--- src/rtl/issue_scoreboard.sv ---
// Dual-slot in-order issue scoreboard: one pending-write bit per register,
// RAW/WAW issue gating for an older slot A and younger slot B, plus a drain handshake.
module issue_scoreboard #(
  parameter int NUM_REGS = 32,
  parameter int ADDR_W   = 5,
  parameter int CNT_W    = 16
) (
  input  logic                clock_i,
  input  logic                reset_i,
  input  logic                validA_i,
  input  logic                pReadA_i,
  input  logic                sReadA_i,
  input  logic                pWriteA_i,
  input  logic [ADDR_W-1:0]   primRegA_i,
  input  logic [ADDR_W-1:0]   secRegA_i,
  input  logic                validB_i,
  input  logic                pReadB_i,
  input  logic                sReadB_i,
  input  logic                pWriteB_i,
  input  logic [ADDR_W-1:0]   primRegB_i,
  input  logic [ADDR_W-1:0]   secRegB_i,
  output logic                issueA_o,
  output logic                issueB_o,
  input  logic                wbA_i,
  input  logic [ADDR_W-1:0]   wbAddrA_i,
  input  logic                wbB_i,
  input  logic [ADDR_W-1:0]   wbAddrB_i,
  input  logic                drain_i,
  output logic                drained_o,
  output logic                busy_o,
  output logic [NUM_REGS-1:0] pending_o,
  output logic [CNT_W-1:0]    stallCount_o,
  output logic                error_o
);

  typedef enum logic [1:0] {
    RUN   = 2'd0,
    DRAIN = 2'd1,
    DONE  = 2'd2
  } state_t;

  state_t              state, stateNext;
  logic [NUM_REGS-1:0] pend, pendNext, setVec, clrVec;
  logic [CNT_W-1:0]    stallCount;
  logic                errorFlag;
  logic                runState, hazA, hazB, intraB, stallEvent, wbError;

  // Issue is gated by reset so nothing leaves the scoreboard while reset is held.
  assign runState = reset_i && (state == RUN);

  // Hazards look only at the registered vector, so a same-cycle writeback costs one cycle.
  assign hazA = (pReadA_i  && pend[primRegA_i]) ||
                (sReadA_i  && pend[secRegA_i])  ||
                (pWriteA_i && pend[primRegA_i]);
  assign hazB = (pReadB_i  && pend[primRegB_i]) ||
                (sReadB_i  && pend[secRegB_i])  ||
                (pWriteB_i && pend[primRegB_i]);

  assign intraB = pWriteA_i && validA_i &&
                  ((pReadB_i  && (primRegB_i == primRegA_i)) ||
                   (sReadB_i  && (secRegB_i  == primRegA_i)) ||
                   (pWriteB_i && (primRegB_i == primRegA_i)));

  assign issueA_o = runState && validA_i && !hazA;
  assign issueB_o = runState && validB_i && !hazB && !intraB && (issueA_o || !validA_i);

  always_comb begin
    // NOTE: every always_comb output gets a default first so no latch is inferred.
    setVec = '0;
    clrVec = '0;
    for (int i = 0; i < NUM_REGS; i++) begin
      if (wbA_i && (wbAddrA_i == ADDR_W'(i)))               clrVec[i] = 1'b1;
      if (wbB_i && (wbAddrB_i == ADDR_W'(i)))               clrVec[i] = 1'b1;
      if (issueA_o && pWriteA_i && (primRegA_i == ADDR_W'(i))) setVec[i] = 1'b1;
      if (issueB_o && pWriteB_i && (primRegB_i == ADDR_W'(i))) setVec[i] = 1'b1;
    end
  end

  // Set is applied after clear so a colliding set wins.
  assign pendNext   = (pend & ~clrVec) | setVec;
  assign wbError    = (wbA_i && !pend[wbAddrA_i]) || (wbB_i && !pend[wbAddrB_i]);
  assign stallEvent = (validA_i && !issueA_o) || (validB_i && !issueB_o);

  always_comb begin
    stateNext = state;
    case (state)
      RUN:     if (drain_i) stateNext = DRAIN;
      DRAIN:   if (pend == '0) stateNext = DONE;
      DONE:    stateNext = RUN;
      default: stateNext = RUN;
    endcase
  end

  always_ff @(posedge clock_i or negedge reset_i) begin
    // NOTE: sequential state uses non-blocking assignments so all registers update together.
    if (!reset_i) begin
      state      <= RUN;
      pend       <= '0;
      stallCount <= '0;
      errorFlag  <= 1'b0;
    end else begin
      state <= stateNext;
      pend  <= pendNext;
      if (stallEvent && (stallCount != '1)) stallCount <= stallCount + 1'b1;
      if (wbError) errorFlag <= 1'b1;
    end
  end

  assign busy_o       = (state != RUN);
  assign drained_o    = (state == DONE);
  assign pending_o    = pend;
  assign stallCount_o = stallCount;
  assign error_o      = errorFlag;

endmodule

--- config.mk ---
export PLATFORM = sky130hd
export DESIGN_NAME = issue_scoreboard
export DESIGN_NICKNAME = d
export VERILOG_FILES = /design/src/rtl/issue_scoreboard.sv
export SDC_FILE = /design/constraint.sdc
export NUM_CORES = 1
export LEC_CHECK = 0
export BUFFER_PORTS_ARGS = -buffer_cell sky130_fd_sc_hd__buf_4
export CAP_MARGIN = 20
export CORE_MARGIN = 2
export CORE_UTILIZATION = 45
export DETAILED_ROUTE_END_ITERATION = 8
export PLACE_DENSITY = 0.68
export SYNTH_ARGS = -nofsm -noshare
export SYNTH_HDL_FRONTEND = slang
export SYNTH_SLANG_ARGS = --single-unit
--- constraint.sdc ---
create_clock -name clock_i -period 6.37 [get_ports clock_i]
set_clock_uncertainty 0.1 [all_clocks]
set_input_delay 0.9555 -clock clock_i [delete_from_list [all_inputs] [get_ports clock_i]]
set_output_delay 0.9555 -clock clock_i [all_outputs]
set_load 0.005 [all_outputs]
==> results.cfg <==
[pwr]
seq_power_share_pct = 43.0
power.internal_mw = 0.792
pwr_density_cell_nw_per_um2 = 232
vdd_ir_drop_max_uv = 167
p_leak_nw = 2.12
power_switching_mw = 0.488
switching_share_pct = 38.1
power.share.clock_pct = 17.5
combinationalPowerShare_pct = 39.5

[final_layout]
stdcell_count = 661
fin_nets = 569
diodes = 0
layout_commonest_cell = buf_4
layout.cells.most_common_list = buf_4, nand2_1, dfrtp_1
layout_cell_share_with_drive_strength_beyond_1_pct = 32.6
area_delta_synth_final_pct = 17.5

[timing]
timing.hold.ws_ns = 0.379
slew_viol_final = 0
tightest_slew_ns = 0.701
rsz0062_at_grt = no
max_freq_mhz = 255
setup_total_negative_slack_ns = 0
finalHoldViolations = 0
final_period_minus_worst_setup_slack_ns = 3.93
timing.max_slew.rel_slack_pct = 52.9
setup-violations-final = 0
period_share_pct = 61.6

[yosys]
number_of_synthesized_flops_with_an_enable_pin = 0
synthesis.instances = 457
synth_area_leader_cell = dfrtp_1
ys_top_cells_by_area = dfrtp_1, mux4_2, o221ai_1
yosys_register_bits = 51
yosys_warnings = 0
synth.net_count = 501
mappedNetlistArea_um2 = 4700
synth_seq_area_share_pct = 27.1
synth_top_cell_area_share_pct = 27.1
yosys.cell_types.count = 58
postSynthAreaPerCell_um2 = 10.3
ys.flop_type = dfrtp_1
postSynth.asyncResetShare_pct = 100

[hold_path]
holdCritPathClass = reg2reg

[drt]
postRouteWirelength_mm = 17.0
met1_length_mm = 6.41
drt.antenna.violating_nets = 0
drtPass1Iterations = 6
detailroute.wirelength.met3_mm = 2.05
drt_iter0_markers = 696
highest-signal-layer = met4
drt_drc = 0
vias_per_cell = 6.97
dr_wl_met2_mm = 7.65
via_count = 4607
dr_wl_cell_um = 25.8

[global_route]
globalRoute.totalOverflow = 0
track_usage_pct = 29.9
number_of_antenna_violations_at_the_first_check_in_global_routing = 0
largest_net_degree_at_the_start_of_global_routing = 54
first_global_vias = 4589
grt_pass1_wl_mm = 25.6

[clock_tree]
count_of_hold_fix_buffers_inserted_at_cts = 0
root_buffer = clkbuf_8
clockBufferDepth = 2
clkTransAtPathRegs_ns = 0.09
cts.repair.resized = 0
numClockSinks = 51
cts_htree_levels = 2
cts_setup_buffers = 0
clock_tree_from_tritoncts = built
insertion_delay_ns = 0.32
cts_inserted_buffers = 5

[worst_setup_path]
critPathLaunchType = input pin
cp.arrival_ns = 2.87
data_required_critical_path_ns = 5.31
crit_path_max_incr_delay_ns = 0.51
largest_driver_fanout_on_the_critical_path = 12
cp-end-kind = output pin
criticalPathCategory = in2out
cp_common_cell = buf_4
worst_path_slowest_cell = mux4_2
worstPathCellList = buf_4, mux4_2, mux2_2, a21o_1, o2111ai_1, nand4_1, a21oi_4, buf_4

[placement]
hpwl_after_detailed_placement_mm = 11.9
finalWeightedCongestion = 0.948
numPlacedInstances = 654
io_buffer_count = 95

[floorplanning]
core_area_um2 = 10200
io-pin-count = 96
area_enclosed_by_the_die_boundary_um2 = 11300
initial_utilization_pct = 46.0
die_h_um = 106
die_w_um = 106
fp-row-count = 37

[flow_run]
maxCapViolations = 0

[status]
status = completed
power groups by stage:
stage	Clock, mW	Combinational (mW)	Sequential (mW)
floorplan	0	0.311	0.484
global placement	0	0.493	0.541
detailed placement	0	0.502	0.545
CTS	0.229	0.504	0.539
global route	0.239	0.549	0.554
finish	0.224	0.505	0.550
synth_stat cells (3+ instances only):
library cell	count
nand2_1	55
dfrtp_1	51
mux4_2	45
a22oi_1	26
nor2_1	26
o221ai_1	25
nand3_1	19
nor2b_1	17
buf_2	14
clkbuf_1	14
xor2_1	13
mux2_2	12
nor4_1	12
xnor2_1	11
nor3_1	10
a32oi_1	9
mux2i_1	8
nand4_1	8
nand2b_1	7
nor3b_1	6
inv_1	5
nand3b_1	4
o21ai_0	4
a2bb2oi_1	3
a31oi_1	3
buf_1	3
buf_6	3
o21ai_1	3
o2bb2a_4	3
routing by layer:
layer  track usage (%)  vias to the layer above
li1                  -                     1961
met1              40.6                     2217
met2              44.5                      344
met3              7.11                       85
met4              15.9                        0
met5                 0                        -
final cells by class:
type,count,area [um^2]
clock buffers,5,68.8
clock inverters,2,37.5
fillers,913,4700
inverters,5,18.8
multi-input cells,367,3240
flip-flops and latches,51,1280
well taps,136,170
repair buffers,95,713
worst paths after layout:
kind,slack [ns],cells after the start,endpoint,startpoint
setup / recovery,2.44,8,issueB_o,secRegB_i[1]
hold / removal,0.38,1,state[0],state[1]
setup reg to reg,3.12,8,stallCount_o[1],pending_o[2]
hold reg to reg,0.38,1,state[0],state[1]
max in group asynchronous,5.13,1,pending_o[16],reset_i
min in group asynchronous,0.56,1,state[1],reset_i
cells by family (layout without fill, tap and decap cells):
group	Yosys count	in the layout	share of synthesized area (%)
multiplexers	68	68	27.2
flip-flops	51	51	27.1
buffers and inverters	39	107	3.96
adder cells (fa/ha/maj)	1	1	0.266
XOR/XNOR	24	24	4.47
AO/OA/AOI/OAI	96	96	17.4
AND/OR/NAND/NOR	178	178	19.6
registers in the layout, summed over array words and instances (netlist names):
register,cells
pending_o,32
error_o,1
stallCount_o,16
state,2
per-stage QoR:
| step | area, um^2 | setup slack (ns) | util, % | total power [mW] |
|---|---|---|---|---|
| 2_1_floorplan | 4700 | 2.71 | - | 0.795 |
| 3_3_place_gp | 5420 | 2.47 | 53.0 | 1.03 |
| 3_5_place_dp | 5420 | 2.45 | 53.0 | 1.05 |
| 4_1_cts | 5530 | 2.43 | 54.0 | 1.27 |
| 5_1_grt | 5530 | 2.23 | 54.0 | 1.34 |
| 6_report | 5530 | 2.44 | 54.0 | 1.28 |
worst max-delay path: cells and delay by family:
kind	cells	cell delay, ns
AOI/OAI and AO/OA	3	0.63
buffers and inverters	2	0.32
muxes	2	0.78
and+or+nand+nor	1	0.18
Note: power is estimated with default switching activity, not from simulation.
